<file path="config.mk">
export PLATFORM = sky130hd
export DESIGN_NAME = serial_add_ctrl
export DESIGN_NICKNAME = d
export VERILOG_FILES = /design/src/rtl/serial_add_pkg.sv /design/src/rtl/gfulladd.sv /design/src/rtl/serial_add_ctrl.sv
export SDC_FILE = /design/constraint.sdc
export NUM_CORES = 1
export LEC_CHECK = 0
export CELL_PAD_IN_SITES_DETAIL_PLACEMENT = 2
export CELL_PAD_IN_SITES_GLOBAL_PLACEMENT = 2
export CORE_ASPECT_RATIO = 0.9
export CORE_MARGIN = 2
export CORE_UTILIZATION = 31
export CTS_BUF_LIST = sky130_fd_sc_hd__clkbuf_16
export CTS_CLUSTER_SIZE = 40
export DETAILED_ROUTE_END_ITERATION = 16
export GPL_ROUTABILITY_DRIVEN = 0
export GPL_TIMING_DRIVEN = 0
export MAX_ROUTING_LAYER = met4
export PLACE_DENSITY_LB_ADDON = 0.1
export SLEW_MARGIN = 15
export SYNTH_ARGS = -nofsm -noshare
export SYNTH_HDL_FRONTEND = slang
export SYNTH_SLANG_ARGS = --single-unit
</file>
<file path="constraint.sdc">
create_clock -name clk -period 1.7 [get_ports clk]
set_clock_uncertainty 0.1 [all_clocks]
set_input_delay 0.255 -clock clk [delete_from_list [all_inputs] [get_ports clk]]
set_output_delay 0.255 -clock clk [all_outputs]
set_load 0.05 [all_outputs]
</file>
<file path="src/rtl/serial_add_pkg.sv">
// Shared definitions for the bit-serial add/subtract controller.
//   state_e   : controller state encoding (IDLE / RUN / DONE)
//   MAX_WIDTH : largest supported operand width
package serial_add_pkg;

    typedef enum logic [1:0] {
        ST_IDLE = 2'd0,
        ST_RUN  = 2'd1,
        ST_DONE = 2'd2
    } state_e;

    localparam int unsigned MAX_WIDTH = 32;

endpackage : serial_add_pkg

</file>
<file path="src/rtl/gfulladd.sv">
// One-bit combinational full-adder cell.
//   a, b, cin : addend bits and carry-in
//   s         : sum bit
//   cout      : carry-out
module gfulladd (
    input  logic a,
    input  logic b,
    input  logic cin,
    output logic s,
    output logic cout
);

    assign s    = a ^ b ^ cin;
    assign cout = (a & b) | (cin & (a ^ b));

endmodule : gfulladd

</file>
<file path="src/rtl/serial_add_ctrl.sv">
// Bit-serial add/subtract controller. Sequences a single gfulladd cell over WIDTH
// cycles, LSB first, to produce a WIDTH-bit sum or difference with carry-out and
// signed-overflow flags. WIDTH must lie in 1..MAX_WIDTH.
//   clk, rst_n     : clock, synchronous active-low reset
//   start          : request, accepted only when idle
//   sub, cin, a, b : operation select, carry-in, operands (captured with start)
//   busy           : high while bits are being processed
//   done           : one-cycle pulse when sum/cout/ovf are updated
//   sum, cout, ovf : result, carry-out (no-borrow for sub), signed overflow
module serial_add_ctrl
    import serial_add_pkg::*;
#(
    parameter int unsigned WIDTH = 8
) (
    input  logic             clk,
    input  logic             rst_n,
    input  logic             start,
    input  logic             sub,
    input  logic             cin,
    input  logic [WIDTH-1:0] a,
    input  logic [WIDTH-1:0] b,
    output logic             busy,
    output logic             done,
    output logic [WIDTH-1:0] sum,
    output logic             cout,
    output logic             ovf
);

    localparam int unsigned       CNT_W    = $clog2(WIDTH) + 1;
    localparam logic [CNT_W-1:0]  CNT_LAST = CNT_W'(WIDTH - 1);

    state_e           state_q, state_d;
    logic [WIDTH-1:0] a_q, a_d;
    logic [WIDTH-1:0] b_q, b_d;
    logic [WIDTH-1:0] part_q, part_d;
    logic [WIDTH-1:0] sum_q, sum_d;
    logic [CNT_W-1:0] cnt_q, cnt_d;
    logic             carry_q, carry_d;
    logic             cout_q, cout_d;
    logic             ovf_q, ovf_d;
    logic             busy_q, busy_d;
    logic             done_q, done_d;

    logic             fa_s;
    logic             fa_cout;

    gfulladd u_fa (
        .a    (a_q[0]),
        .b    (b_q[0]),
        .cin  (carry_q),
        .s    (fa_s),
        .cout (fa_cout)
    );

    always_comb begin
        state_d = state_q;
        a_d     = a_q;
        b_d     = b_q;
        part_d  = part_q;
        sum_d   = sum_q;
        cnt_d   = cnt_q;
        carry_d = carry_q;
        cout_d  = cout_q;
        ovf_d   = ovf_q;

        unique case (state_q)
            ST_IDLE: begin
                if (start) begin
                    // Subtraction is a + ~b + 1: invert B and force the carry-in.
                    a_d     = a;
                    b_d     = sub ? ~b : b;
                    carry_d = sub ? 1'b1 : cin;
                    part_d  = '0;
                    cnt_d   = '0;
                    state_d = ST_RUN;
                end
            end
            ST_RUN: begin
                a_d               = a_q >> 1;
                b_d               = b_q >> 1;
                part_d            = part_q >> 1;
                part_d[WIDTH-1]   = fa_s;
                carry_d           = fa_cout;
                cnt_d             = cnt_q + 1'b1;
                if (cnt_q == CNT_LAST) begin
                    sum_d   = part_d;
                    cout_d  = fa_cout;
                    // carry_q here is the carry into the MSB.
                    ovf_d   = carry_q ^ fa_cout;
                    state_d = ST_DONE;
                end
            end
            ST_DONE: begin
                state_d = ST_IDLE;
            end
            default: begin
                state_d = ST_IDLE;
            end
        endcase

        busy_d = (state_d == ST_RUN);
        done_d = (state_d == ST_DONE);
    end

    always_ff @(posedge clk) begin
        if (!rst_n) begin
            state_q <= ST_IDLE;
            a_q     <= '0;
            b_q     <= '0;
            part_q  <= '0;
            sum_q   <= '0;
            cnt_q   <= '0;
            carry_q <= 1'b0;
            cout_q  <= 1'b0;
            ovf_q   <= 1'b0;
            busy_q  <= 1'b0;
            done_q  <= 1'b0;
        end else begin
            state_q <= state_d;
            a_q     <= a_d;
            b_q     <= b_d;
            part_q  <= part_d;
            sum_q   <= sum_d;
            cnt_q   <= cnt_d;
            carry_q <= carry_d;
            cout_q  <= cout_d;
            ovf_q   <= ovf_d;
            busy_q  <= busy_d;
            done_q  <= done_d;
        end
    end

    assign busy = busy_q;
    assign done = done_q;
    assign sum  = sum_q;
    assign cout = cout_q;
    assign ovf  = ovf_q;

endmodule : serial_add_ctrl

</file>
# After elaboration in Yosys (flattened, before gate mapping)
# Index checks and enable logic that the tools add are counted.
[classes]
bitwise_logic = 7
n_mux = 15
add_sub_neg = 1
n_mul = 0
magnitude_cmp = 0
reduce_logical = 4
div = 0
n_eq_ne = 5
shift = 0
[op_table]
columns = ["operator", "n"]
rows = [
  ["8-bit one-hot mux with 2 select lines", 3],
  ["8-bit two-way mux", 4],
  ["8-bit NOT", 1],
  ["4-bit one-hot mux with 2 select lines", 1],
  ["4-bit by 1-bit adder with 4-bit output, second input constant", 1],
  ["2-bit by 1-bit == test with 1-bit output, second input constant", 2],
  ["4-bit by 3-bit == test with 1-bit output, second input constant", 1],
  ["2-bit two-way mux", 2],
  ["4-bit two-way mux", 1],
  ["2-bit one-hot mux with 2 select lines", 1],
  ["2-bit AND reduction", 2],
  ["1-bit bitwise XOR", 3],
  ["1-bit bitwise AND", 2],
  ["2-bit == test, second input constant", 1],
  ["2-bit zero test", 1],
  ["1-bit two-way mux", 2],
  ["2-bit != test, second input constant", 1],
  ["1-bit one-hot mux with 2 select lines", 1],
  ["2-bit nonzero test", 1],
  ["1-bit OR", 1],
]
[word_totals]
inputBits = 21
mem_bits_rw = 0
word_cells = 43
latch_bits = 0
rom_bits = 0
reg_bits = 43
n_memories = 0
out_inout_bits = 12

# Longest topological paths before layout
# Gate-level depths: netlist of the first run.
[depth]
word_depth = 4
mapped_depth = 5
mapped_depth_nobuf = 5

# Hierarchy
# Synthesis of the first run repeated with hierarchy kept, for this count alone.
[unflattened]
hier_cells = 186
area_unflattened_um2 = 1756.7
[by_module_without_submodules]
columns = ["module", "area_per_inst_um2", "n_inst", "cells_per_inst", "seq_area_each_um2"]
rows = [
  ["serial_add_ctrl", 1736.7, 1, 185, 840.8],
  ["gfulladd", 20.0, 1, 1, 0.0],
]

# Least setup slack after synthesis of the first run
# OpenSTA, ideal clock, no wires.
[synth_timing]
path_kind = "reg-to-reg"
from = "register carry_q"
to = "register ovf_q (netlist: ovf)"
n_path_buf = 0
period_less_slack_ps = 1361
required_time_ps = 1530
arrival_ps = 1190
setup_time_ps = 70
stages_incl_launch_ff = 6
setup_slack_ps = 339
path_cell_list = "dfxtp_1 > inv_1 > fa_1 > xnor2_1 > nand3_1 > a21oi_1"
[synth_between]
elab_chain_len = 3
[synth_rtl]
columns = ["item", "line", "rtl"]
rows = [
  ["start: declaration", "serial_add_ctrl.sv:38", "logic carry_q, carry_d;"],
  ["start signal: assignment", "serial_add_ctrl.sv:125", "carry_q <= carry_d;"],
  ["1-bit bitwise AND", "gfulladd.sv:14", "assign cout = (a & b) | (cin & (a ^ b));"],
  ["1-bit OR", "gfulladd.sv:14", ""],
  ["1-bit bitwise XOR *", "serial_add_ctrl.sv:89", "ovf_d = carry_q ^ fa_cout;"],
  ["end signal: assignment", "serial_add_ctrl.sv:127", "ovf_q <= ovf_d;"],
  ["end: declaration", "serial_add_ctrl.sv:40", "logic ovf_q, ovf_d;"],
]
# Mark *: on every way between the ends. The rest lies on a longest branch, timed or not.
# A chain may end at the register's enable or synchronous reset.

# Final worst setup path of the first run
# Ends and elaborated chain as after synthesis.

==> out/metrics.yaml, run 1 <==
worst_setup_path:
  worstPathRequired_ns: 1.81
  cp-start-kind: "flip-flop"
  critPathCaptureType: "flip-flop"
  arrival_ns: 1.64
  crit_type: "flip-flop to flip-flop"
  crit_fanout: 3
cells_and_area:
  drive_above_1_share: 0.08520
  fin_area_um2: 2226
  nets: 247
  num_antenna_cells: 0
  synthToLayoutAreaGrowth_pct: 29.66
  n_fill_cell: 595
  finalNonFillerCells: 290
global_routing:
  grt_pass1_wl_um: 8542
  grt_overflow: 0
  grtUsageTotal: 0.1958
  antenna_found_initial: 0
  grt_pass1_vias: 1677
  grt_max_degree: 12
logic_synthesis:
  synth_nets: 209
  netlist_instances: 186
  synthesis.area_um2: 1717
  synth_edf_count: 0
  synth_area_per_cell_um2: 9.229
  yosys_most_used_dff: "dfxtp_1"
  yosysTopAreaCellShare: 0.4898
  synth.ff_latch_count: 42
  yosysTopAreaCell: "dfxtp_1"
  async_flop_share: 0
  yosysUniqueCellTypes: 38
  synthTopCellsByArea: "dfxtp_1, a21oi_1, a22oi_1, o21ai_0, xnor2_1"
  synth-seq-area-share: 0.4898
  ys.warnings.count: 0
timing:
  fin_crit_ns: 1.529
  rsz0062_at_grt: "false"
  hold_viol_final: 0
  slew_headroom: 0.6494
  fmax_ghz: 0.6541
  worst_pin_slew_ns: 0.5259
  fin_crit_sh: 0.8993
  setup_viol: 0
  drv_slew: 0
die:
  die_x_um: 82.44
  core_um2: 5286
  rows: 25
  pin_count: 33
  die_area_um2: 6150
  start_util: 0.3247
  fp.dieH_um: 74.60
status:
  status: "complete, no violations"
detailed_routing:
  drc: 0
  vias: 1555
  wire_per_inst_um: 17.88
  ant_nets: 0
  wl_um: 5186
  dr.pass1.iters: 4
  viasPerCell: 5.362
  drtIter0Drc: 46
pwr:
  power_leakage_uw: 0.0008299
  power_density_nw_per_um2: 976.0
  vdd_drop_max_v: 0.0004360
clocking:
  insertion_delay_ns: 0.28
  clkTransAtPathRegs_ns: 0.06
  cts_made_buffers: 5
  max-clock-path-buffers: 2
  htree_num_levels: 2
  cts_root_buf: "clkbuf_16"
  cts_tree: "done"
  cts_setup_buffers: 0
  clock-sinks: 42
  cts_hold_buf: 0
flow_run:
  maxCapViolCount: 0
placement:
  postPlaceCellArea_um2: 2111
  dpl.cell_count: 284
  portBuffers: 31
  dp_hpwl_um: 3838
min_path:
  hp-class: "flip-flop to flip-flop"
metal layers:
| layer | wire length (µm) | global-route usage | up-vias |
|---|---|---|---|
| li1 | - | - | 749 |
| met1 | 2313 | 0.2285 | 771 |
| met2 | 2593 | 0.3342 | 28 |
| met3 | 214 | 0.04369 | 7 |
| met4 | 65 | 0.06111 | 0 |
| met5 | 0 | - | - |
per-stage QoR:
stage / setup TNS, ns / hold WS (ns) / utilization / worst slack, ns / power (µW)
final: 0 / 0.3724 / 0.4211 / 0.1712 / 2172
after global routing: 0 / 0.3993 / 0.4211 / 0.04416 / 2281
after CTS: 0 / 0.3759 / 0.4208 / 0.1364 / 2199
after detailed placement: -1.679 / 0.3706 / 0.3993 / -0.09568 / 1323
after global placement: -0.2380 / 0.3644 / 0.3993 / -0.04639 / 1303
after floorplan: 0 / 0.3033 / - / 0.3393 / 1215
critical path, stage by stage (launching register included):
cell     delay (ns)
dfxtp_1        0.34
inv_1          0.08
fa_1           0.50
xnor2_1        0.18
nand3_1        0.11
a21oi_1        0.15
layout by cell type (no fill, tap or decap), drive strengths merged, types with 7 or more instances in the layout:
| cell | n |
|---|---|
| a21oi | 18 |
| a22oi | 12 |
| buf | 7 |
| clkbuf | 13 |
| clkdlybuf4s50 | 19 |
| dfxtp | 42 |
| dlygate4sd2 | 12 |
| nand3 | 12 |
| nor2 | 14 |
| o21ai | 14 |
| o22ai | 11 |
| xnor2 | 8 |
logic make-up (layout without fill, tap and decap cells):
group | after synthesis | after routing | share of synthesized area
buffers and inverters | 21 | 58 | 0.05685
xor gates and xnor gates | 9 | 9 | 0.04592
adders and majority gates | 2 | 2 | 0.01895
DFF | 42 | 42 | 0.4898
and+or+nand+nor | 43 | 43 | 0.1327
muxes | 1 | 1 | 0.005831
AOI/OAI and AO/OA | 68 | 68 | 0.2500
layout make-up:
cell class              instances  area [µm²]  area share
flip-flops and latches         42       840.8      0.3777
multi-input cells             123       778.2      0.3496
repair buffers                 31       295.3      0.1327
clock buffers                   5       125.1     0.05621
well taps                      67       83.83     0.03766
plain buffers                  15       76.32     0.03429
inverters                       6       22.52     0.01012
clock inverters                 1       3.754    0.001686
path summary, 6_finish.rpt:
check,start,end,slack (ns),cells past startpoint
min reg2reg,sum[4]$_SDFFE_PN0P_,sum[4]$_SDFFE_PN0P_,0.37,2
min,sum[4]$_SDFFE_PN0P_,sum[4]$_SDFFE_PN0P_,0.37,2
max,carry_q$_SDFFE_PN0P_,ovf$_SDFFE_PN0P_,0.17,5
max reg2reg,carry_q$_SDFFE_PN0P_,ovf$_SDFFE_PN0P_,0.17,5
report_power, final:
group	total (µW)	internal (µW)	switching (µW)
Clock	872	522	350
Sequential	1050	1030	23.2
Combinational	251	118	133
Total	2170	1670	506
Yosys cell counts (2+ instances only):
master     n
a22oi_1   12
nand3_1   12
a211oi_1   2
o221ai_1   4
buf_2      2
o21ai_0   14
nor3_1     5
clkbuf_1   7
nand2_1    3
dfxtp_1   42
xnor2_1    8
a21oi_1   18
o22ai_1   11
nor2b_1    2
buf_4      4
inv_1      5
nor2_1    14
timing repair:
| action | CTS | global route |
|---|---|---|
| endpoints found under the setup margin | 12 | 1 |
| gates cloned | 0 | 0 |
| gates resized for setup | 12 | 2 |
registers in the layout, indices dropped and copies added, names as in the netlist:
register	count
part_q	7
a_q	8
b_q	8
cnt_q	4
busy	1
cout	1
carry_q	1
sum	8
state_q	2
done	1
ovf	1
Power figures use the tool's default switching activity.
==> inputs of run 2 (changes only) <==
--- a/config.mk
+++ b/config.mk
@@ -9,7 +9,7 @@
 export CELL_PAD_IN_SITES_GLOBAL_PLACEMENT = 2
 export CORE_ASPECT_RATIO = 0.9
 export CORE_MARGIN = 2
-export CORE_UTILIZATION = 31
+export CORE_UTILIZATION = 30
 export CTS_BUF_LIST = sky130_fd_sc_hd__clkbuf_16
 export CTS_CLUSTER_SIZE = 40
 export DETAILED_ROUTE_END_ITERATION = 16
==> out/metrics.yaml, run 2 (synthesized netlist as in run 1, its figures left out) <==
status:
  status: "complete, no violations"
clocking:
  cts_tree: "done"
  cts_root_buf: "clkbuf_16"
  insertion_delay_ns: 0.29  # about the same
  clock-sinks: 42  # unchanged
  htree_num_levels: 2  # unchanged
  cts_made_buffers: 5  # unchanged
  cts_setup_buffers: 0  # unchanged
  max-clock-path-buffers: 2  # unchanged
  clkTransAtPathRegs_ns: 0.06  # about the same
  cts_hold_buf: 0  # unchanged
worst_setup_path:
  crit_fanout: 10  # +7
  critPathCaptureType: "flip-flop"
  cp-startpoint: "cnt_q[0]$_SDFFE_PN0P_"
  crit_family: "simple AND/OR/NAND/NOR gates"
  r2r_slack_ns: 0.17  # about the same
  reg2reg_from: "cnt_q[0]$_SDFFE_PN0P_"
  cp-start-kind: "flip-flop"
  reg2reg_to: "ovf$_SDFFE_PN0P_"
  worstSetupEndpoint: "ovf$_SDFFE_PN0P_"
  crit_type: "flip-flop to flip-flop"
  arrival_ns: 1.64  # about the same
  path_cells: "ha_1, and4b_1, buf_4, nand3_1, a21oi_1"
  worstPathRequired_ns: 1.81  # about the same
  crit_buf_inv: 1  # unchanged
  r2r_cells: 5  # unchanged
  cp_slowest_cell: "dfxtp_1"
  path_depth: 5  # unchanged
  cp_slowest_stage_delay_ns: 0.38  # -0.12 ns
cells_and_area:
  fin_area_um2: 2238  # +0.56%
  synthToLayoutAreaGrowth_pct: 30.39
  final_core_utilization: 0.4000  # -0.02102
  n_fill_cell: 620  # +4.2%
  num_antenna_cells: 0  # unchanged
  drive_above_1_share: 0.08889  # +0.003687
  layout_commonest_cell: "dfxtp_1"
  finalNonFillerCells: 295  # +1.7%
  nets: 247  # unchanged
  layout_common_cells: "dfxtp_1, clkdlybuf4s50_1, a21oi_1"
detailed_routing:
  vias: 1569  # +0.90%
  ant_nets: 0  # unchanged
  drc: 0  # unchanged
  viasPerCell: 5.319  # -0.81%
  dr.pass1.iters: 5  # +1
  drtIter0Drc: 65  # +41%
  wire_per_inst_um: 17.60  # -1.6%
  wl_um: 5191  # about the same
timing:
  slew_headroom: 0.6466  # -0.002740
  fmax_ghz: 0.6533  # -0.12%
  hold_viol_final: 0  # unchanged
  fin_crit_sh: 0.9003  # +0.001076
  worst_pin_slew_ns: 0.5300  # +0.004110 ns
  setup_viol: 0  # unchanged
  drv_slew: 0  # unchanged
  hold_slack_ns: 0.3815  # +0.009106 ns
  fin_crit_ns: 1.531  # +0.001830 ns
  rsz0062_at_grt: "false"
global_routing:
  grtUsageTotal: 0.1772  # -0.01864
  grt_pass1_vias: 1630  # -2.8%
  grt_use_met3: 0.03900  # -0.004686
  antenna_found_initial: 0  # unchanged
  grt_pass1_wl_um: 8355  # -2.2%
  grt_max_degree: 13  # +1
  use_met2: 0.3093  # -0.02490
  grt-busiest-layer: "met2"
  grt_overflow: 0  # unchanged
  gr-usage-met1: 0.2046  # -0.02386
pwr:
  switching_share: 0.2454  # +0.01231
  design_power_total_uw: 2219  # +2.2%
  power_density_nw_per_um2: 991.5  # +1.6%
  power_leakage_uw: 0.0008392  # +1.1%
  intPower_uw: 1675  # +0.52%
  p_seq_frac: 0.473  # -0.010
  combPwrFrac: 0.111  # -0.005
  p_sw_uw: 544.7  # +7.6%
  pwr-share-clk: 0.416  # +0.015
  vdd_drop_max_v: 0.0004681  # +7.4%
min_path:
  min_from: "sum[0]$_SDFFE_PN0P_"
  hp-class: "flip-flop to flip-flop"
die:
  start_util: 0.3068  # -0.01794
  pin_count: 33  # unchanged
  fp.dieH_um: 75.76  # +1.6%
  rows: 26  # +4.0%
  die_area_um2: 6344  # +3.2%
  die_x_um: 83.74  # +1.6%
  core_um2: 5595  # +5.8%
placement:
  portBuffers: 31  # unchanged
  dpl.cell_count: 287  # +1.1%
  postPlaceCellArea_um2: 2115  # +0.18%
  dp_hpwl_um: 3848  # +0.26%
flow_run:
  maxCapViolCount: 0  # unchanged
[run 2: changes by cell type in the layout (fill, tap and decap cells not counted), sizes merged]
cell    before  now
clkinv       1    2
inv          6    7
[run 2: how the worst min path moves through the flow]
stage,endpoint,cells after the start,slack (ns)
after floorplan,a_q[7]$_SDFFE_PN0P_,2,0.30
after global placement,sum[6]$_SDFFE_PN0P_,2,0.37
after detailed placement,sum[0]$_SDFFE_PN0P_,2,0.38
after CTS,sum[0]$_SDFFE_PN0P_,2,0.39
after global routing,sum[0]$_SDFFE_PN0P_,2,0.40
final,sum[0]$_SDFFE_PN0P_,2,0.38
[run 2: cell type report]
type	count	area [µm²]	area share
flip-flops and latches	42	840.8	0.3756
multi-input cells	123	778.2	0.3477
repair buffers	31	295.3	0.1319
clock buffers	5	125.1	0.05590
well taps	70	87.58	0.03913
plain buffers	15	76.32	0.03410
inverters	6	22.52	0.01006
clock inverters	3	12.51	0.005590
[run 2: power by group through the flow]
stage          combinational, µW  clock, µW  sequential (µW)
6_report                     247        923             1050
2_1_floorplan                146          0             1070
4_1_cts                      251        946             1050
5_1_grt                      274        983             1050
3_5_place_dp                 250          0             1070
3_3_place_gp                 237          0             1070
[run 2: timing repair]
item                                    in CTS  in global routing
gates resized for setup                     12                  2
endpoints found under the setup margin      12                  4
pin swaps                                    0                  0
[run 2: tightest hold or removal path: stages (launching register included)]
cell and delay [ns]:
dfxtp_1 0.31, o21ai_0 0.06, a21oi_1 0.06
[run 2: metal layers]
layer  up-vias  share of wire
met5         -              0
met4         0          0.016
met3         8          0.034
met2        32           0.50
met1       775           0.45
li1        754              -
[run 2: stage by stage]
step / setup TNS (ns) / worst slack (ns)
after floorplan: 0 / 0.3393
after global placement: -0.3047 / -0.05413
after detailed placement: -1.773 / -0.1483
after CTS: 0 / 0.1167
after global routing: 0 / 0.03335
final: 0 / 0.1694
